--- config.mk ---
export PLATFORM = sky130hd
export DESIGN_NAME = pipe_hazard_ctrl
export DESIGN_NICKNAME = d
export VERILOG_FILES = /design/src/rtl/pipe_hazard_ctrl.sv
export SDC_FILE = /design/constraint.sdc
export NUM_CORES = 1
export LEC_CHECK = 0
export BUFFER_PORTS_ARGS = -buffer_cell sky130_fd_sc_hd__buf_4
export CORE_MARGIN = 2
export CORE_UTILIZATION = 30
export CTS_BUF_LIST = sky130_fd_sc_hd__clkbuf_16
export DETAILED_ROUTE_END_ITERATION = 10
export GPL_TIMING_DRIVEN = 0
export HOLD_SLACK_MARGIN = 0.06
export PLACE_DENSITY = 0.51
export SLEW_MARGIN = 10
export SYNTH_ARGS = -nofsm -noshare
export SYNTH_HDL_FRONTEND = slang
export SYNTH_SLANG_ARGS = --single-unit
--- constraint.sdc ---
create_clock -name clk -period 6.6 [get_ports clk]
set_clock_uncertainty 0.1 [all_clocks]
set_input_delay 1.32 -clock clk [delete_from_list [all_inputs] [get_ports clk]]
set_output_delay 1.32 -clock clk [all_outputs]
set_load 0.05 [all_outputs]
--- src/rtl/pipe_hazard_ctrl.sv ---
// Hazard, flush and forwarding controller for a 5-stage MIPS pipeline.
// Tracks per-register valid bits, arbitrates freeze/branch/stall/jump and keeps bring-up counters.
module pipe_hazard_ctrl #(
    parameter int REG_W     = 5,
    parameter int BR_STAGE  = 1,
    parameter int FWD_EN    = 1,
    parameter int RF_BYPASS = 1,
    parameter int CNT_W     = 16
) (
    input  logic             clk,
    input  logic             rst,
    input  logic [REG_W-1:0] id_rs,
    input  logic [REG_W-1:0] id_rt,
    input  logic             id_uses_rs,
    input  logic             id_uses_rt,
    input  logic             id_jump,
    input  logic [REG_W-1:0] ex_rs,
    input  logic [REG_W-1:0] ex_rt,
    input  logic [REG_W-1:0] ex_rd,
    input  logic             ex_regwrite,
    input  logic             ex_memread,
    input  logic [REG_W-1:0] mem_rd,
    input  logic             mem_regwrite,
    input  logic [REG_W-1:0] wb_rd,
    input  logic             wb_regwrite,
    input  logic             br_taken,
    input  logic             ext_busy,
    output logic             pc_we,
    output logic             ifid_we,
    output logic             ifid_flush,
    output logic             idex_flush,
    output logic             exmem_flush,
    output logic [1:0]       fwd_a,
    output logic [1:0]       fwd_b,
    output logic [3:0]       stage_vld,
    output logic [CNT_W-1:0] stall_cnt,
    output logic [CNT_W-1:0] flush_cnt,
    output logic [CNT_W-1:0] retired_cnt
);

    // Per-cycle pipeline action, highest priority first in the decode below.
    typedef enum logic [2:0] {
        M_NORMAL,
        M_JUMP,
        M_HAZARD,
        M_BRANCH,
        M_FREEZE
    } mode_t;

    mode_t      mode;
    logic [3:0] vld;
    logic       hz_raw, hz, br, jp;

    function automatic logic hit(input logic we, input logic v,
                                 input logic [REG_W-1:0] rd, input logic [REG_W-1:0] src);
        return we & v & (rd != '0) & (rd == src);
    endfunction

    function automatic logic [CNT_W-1:0] sat_inc(input logic [CNT_W-1:0] c);
        return (&c) ? c : c + CNT_W'(1);
    endfunction

    always_comb begin
        logic rs_ex, rt_ex, rs_mem, rt_mem, rs_wb, rt_wb;
        rs_ex  = id_uses_rs & hit(ex_regwrite,  vld[1], ex_rd,  id_rs);
        rt_ex  = id_uses_rt & hit(ex_regwrite,  vld[1], ex_rd,  id_rt);
        rs_mem = id_uses_rs & hit(mem_regwrite, vld[2], mem_rd, id_rs);
        rt_mem = id_uses_rt & hit(mem_regwrite, vld[2], mem_rd, id_rt);
        rs_wb  = id_uses_rs & hit(wb_regwrite,  vld[3], wb_rd,  id_rs);
        rt_wb  = id_uses_rt & hit(wb_regwrite,  vld[3], wb_rd,  id_rt);
        hz_raw = 1'b0;
        if (FWD_EN != 0)
            hz_raw = ex_memread & (rs_ex | rt_ex);
        else
            hz_raw = rs_ex | rt_ex | rs_mem | rt_mem | ((RF_BYPASS == 0) & (rs_wb | rt_wb));
    end

    assign hz = vld[0] & hz_raw;
    assign br = br_taken & vld[BR_STAGE+1];
    assign jp = id_jump & vld[0];

    always_comb begin
        if (ext_busy)  mode = M_FREEZE;
        else if (br)   mode = M_BRANCH;
        else if (hz)   mode = M_HAZARD;
        else if (jp)   mode = M_JUMP;
        else           mode = M_NORMAL;
    end

    // Outputs are forced quiet while reset is held.
    always_comb begin
        pc_we       = 1'b0;
        ifid_we     = 1'b0;
        ifid_flush  = 1'b0;
        idex_flush  = 1'b0;
        exmem_flush = 1'b0;
        if (!rst) begin
            case (mode)
                M_FREEZE: ;
                M_BRANCH: begin
                    pc_we       = 1'b1;
                    ifid_we     = 1'b1;
                    ifid_flush  = 1'b1;
                    idex_flush  = 1'b1;
                    exmem_flush = (BR_STAGE == 1);
                end
                M_HAZARD: idex_flush = 1'b1;
                M_JUMP: begin
                    pc_we      = 1'b1;
                    ifid_we    = 1'b1;
                    ifid_flush = 1'b1;
                end
                default: begin
                    pc_we   = 1'b1;
                    ifid_we = 1'b1;
                end
            endcase
        end
    end

    // EX/MEM is the younger producer, so it wins over MEM/WB.
    always_comb begin
        fwd_a = 2'b00;
        fwd_b = 2'b00;
        if ((FWD_EN != 0) && !rst) begin
            if (hit(mem_regwrite, vld[2], mem_rd, ex_rs))     fwd_a = 2'b10;
            else if (hit(wb_regwrite, vld[3], wb_rd, ex_rs))  fwd_a = 2'b01;
            if (hit(mem_regwrite, vld[2], mem_rd, ex_rt))     fwd_b = 2'b10;
            else if (hit(wb_regwrite, vld[3], wb_rd, ex_rt))  fwd_b = 2'b01;
        end
    end

    always_ff @(posedge clk or posedge rst) begin
        if (rst) begin
            vld         <= 4'b0000;
            stall_cnt   <= '0;
            flush_cnt   <= '0;
            retired_cnt <= '0;
        end else begin
            if (mode != M_FREEZE) begin
                vld[0] <= ifid_we ? !ifid_flush : vld[0];
                vld[1] <= idex_flush ? 1'b0 : vld[0];
                vld[2] <= exmem_flush ? 1'b0 : vld[1];
                vld[3] <= vld[2];
            end
            if (mode == M_FREEZE || mode == M_HAZARD)
                stall_cnt <= sat_inc(stall_cnt);
            if (mode == M_BRANCH || mode == M_JUMP)
                flush_cnt <= sat_inc(flush_cnt);
            if (vld[3] && !ext_busy)
                retired_cnt <= sat_inc(retired_cnt);
        end
    end

    assign stage_vld = vld;

endmodule

==> flow_summary.ini <==
[status]
status = finished, final reports clean

[critical_path]
crit_fanout = 27
cp-start-kind = primary input
end_kind = output pin
worstSetupPathType = in -> out
crit_family = buffers and inverters
cp_common_cell = buf_4
worstPathCellList = buf_4 -> inv_2 -> o2111ai_1 -> nor4_1 -> and4_1 -> buf_4
worst-path-buf-inv = 3
cp_slowest_stage_delay_ps = 460
crit_slowest_cell = inv_2
arrival_ps = 2920
worstPathRequired_ps = 5180

[placement]
io_buffers = 105
pre_cts_slack_ps = 2230
gp_congestion = 0.759
placedCellCount = 517
dp_hpwl_um = 5620

[final_layout]
final_cell_mix = 107 x buf_4, 52 x dfrtp_1, 51 x xnor2_1
final_cells = 525
area_growth_pct = 39.5
drive_above_1_share_pct = 33.1
layout_commonest_cell = buf_4
utilization_pct = 43.4
nNetsFinal = 444
fillers = 933
antennaDiodeCount = 0

[clocking]
cts_hold_buf = 0
cts.sinks = 52
cts_setup_buffers = 0
cts_tree = done
clk_latency_ps = 290
clock_path_buffers = 2
clk_pin_slew_ps = 70
cts.repair.resized = 0
cts_root_buf = clkbuf_16
htreeDepth = 2
cts_inserted_buffers = 5

[timing]
timing.final.max_slew_violations = 0
fin_crit_sh_pct = 65.8
fin_ws_ps = 2260
fin_setup_tns_ps = 0
slew_headroom_pct = 59.3
tightest_slew_ps = 609
rsz0062_at_grt = no
fin_crit_ps = 4340
setup_viol = 0
finalHoldViolCount = 0
timing.fmax_mhz = 230

[synth]
synth.cell_area_sq_mm = 0.00289
ys_seq_area_share_pct = 45.1
synthFlopType = dfrtp_1
synth-edff-count = 0
ys_ff_latch = 52
yosysWarnings = 0
mappedNetlistNets = 331
synth.distinct_cells = 39
async_reset_ff_share_pct = 100
syn_inst = 282
syn_avg_cell_area_sq_um = 10.2

[routing]
wl_per_cell_um = 13.5
drt-initial-drc-count = 61
vias = 2447
antenna_left = 0
first_pass_iters = 4
drc_errors = 0
viasPerCell = 4.66
drt_wl_total_um = 7110

[global_routing]
grt_remaining_overflow = 0
met2_usage_pct = 22.0
antenna_found_initial = 0
grt_pass1_vias = 2418
grt-busiest-layer = met2
grt_use_met3_pct = 5.20
grt_start_max_net_pins = 30
grt_usage_pct = 14.1
grtUsageMet1_pct = 18.9
grt_pass1_wl_um = 11800

[floorplanning]
row_count = 35
dieArea_sq_mm = 0.0104
io_pins = 107
die_w_um = 102
start_util_pct = 31.1
coreArea_sq_mm = 0.00928
die_h_um = 102

[power]
ir_drop_uv = 120
power_density_mw_per_mm2 = 303
leakagePower_nw = 1.86
p_total_mw = 1.22

[flow_run]
maxCapViolCount = 0

[worst_hold_path]
min_path_type = reg -> reg
-- worst paths after layout --
path	slack [ps]	cells past startpoint	end	from
setup / recovery	2260	6	fwd_b[0]	rst
hold / removal	400	1	stall_cnt[15]	stall_cnt[15]
setup reg to reg	4250	7	flush_cnt[13]	flush_cnt[3]
hold reg to reg	400	1	stall_cnt[15]	stall_cnt[15]
max in group asynchronous	4770	3	retired_cnt[14]	rst
min in group asynchronous	1060	2	stall_cnt[1]	rst
-- stage by stage --
step	area, sq um	hold WS (ps)
after floorplan	2890	657
after global placement	3840	381
after detailed placement	3860	390
after CTS	4030	402
after global routing	4030	418
final	4030	397
-- sequential cells by signal, summed over array words and instances, names as in the netlist --
| register | count |
|---|---|
| stage_vld | 4 |
| stall_cnt | 16 |
| flush_cnt | 16 |
| retired_cnt | 16 |
-- cell type report --
| class | instances | area [sq um] | area share [%] |
|---|---|---|---|
| Timing Repair Buffer | 106 | 808 | 20.1 |
| Multi-Input combinational cell | 217 | 1520 | 37.7 |
| Clock buffer | 5 | 125 | 3.11 |
| Clock inverter | 3 | 46.3 | 1.15 |
| Sequential cell | 52 | 1300 | 32.3 |
| Buffer | 9 | 51.3 | 1.27 |
| Tap cell | 129 | 161 | 4.01 |
| Inverter | 4 | 15.0 | 0.373 |
-- power breakdown --
group / leakage (nW) / internal (mW) / switching, mW
Sequential: 0.680 / 0.373 / 0.0678
Combinational: 1.10 / 0.163 / 0.320
Clock: 0.0804 / 0.180 / 0.117
-- synth_stat cells, types with 5 or more instances --
library cell / number / area [sq um]
and3_1: 7 / 43.8
dfrtp_1: 52 / 1300
nand2_1: 27 / 101
nand3_1: 18 / 90.1
nand4_1: 23 / 144
nor2_1: 15 / 56.3
nor3_1: 8 / 40.0
nor4_1: 5 / 31.3
xnor2_1: 51 / 447
xor2_1: 24 / 210
-- worst reg2reg max path, stage by stage, from the launching register on --
cell and delay [ps]:
dfrtp_1 350, clkbuf_1 330, and3_1 310, nand4_1 190, and2_1 230, a41oi_2 420
nor3_1 140, xor2_1 160
-- kinds of logic (layout without fill, tap and decap cells) --
kind of cell | count (synthesis) | in the layout | synth area share (%)
buf+inv | 13 | 127 | 2.30
xor+xnor | 75 | 75 | 22.8
mux | 3 | 3 | 1.17
fa+ha+maj | 3 | 3 | 1.30
compound gates | 16 | 16 | 4.90
simple gates | 120 | 120 | 22.5
flops | 52 | 52 | 45.1
-- per-layer routing --
| metal | wire, um | part of all wire (%) |
|---|---|---|
| met4 | 56 | 0.79 |
| met5 | 0 | 0 |
| met1 | 3230 | 45 |
| met2 | 3220 | 45 |
| met3 | 610 | 8.6 |
Note: power is estimated with default switching activity, not from simulation.
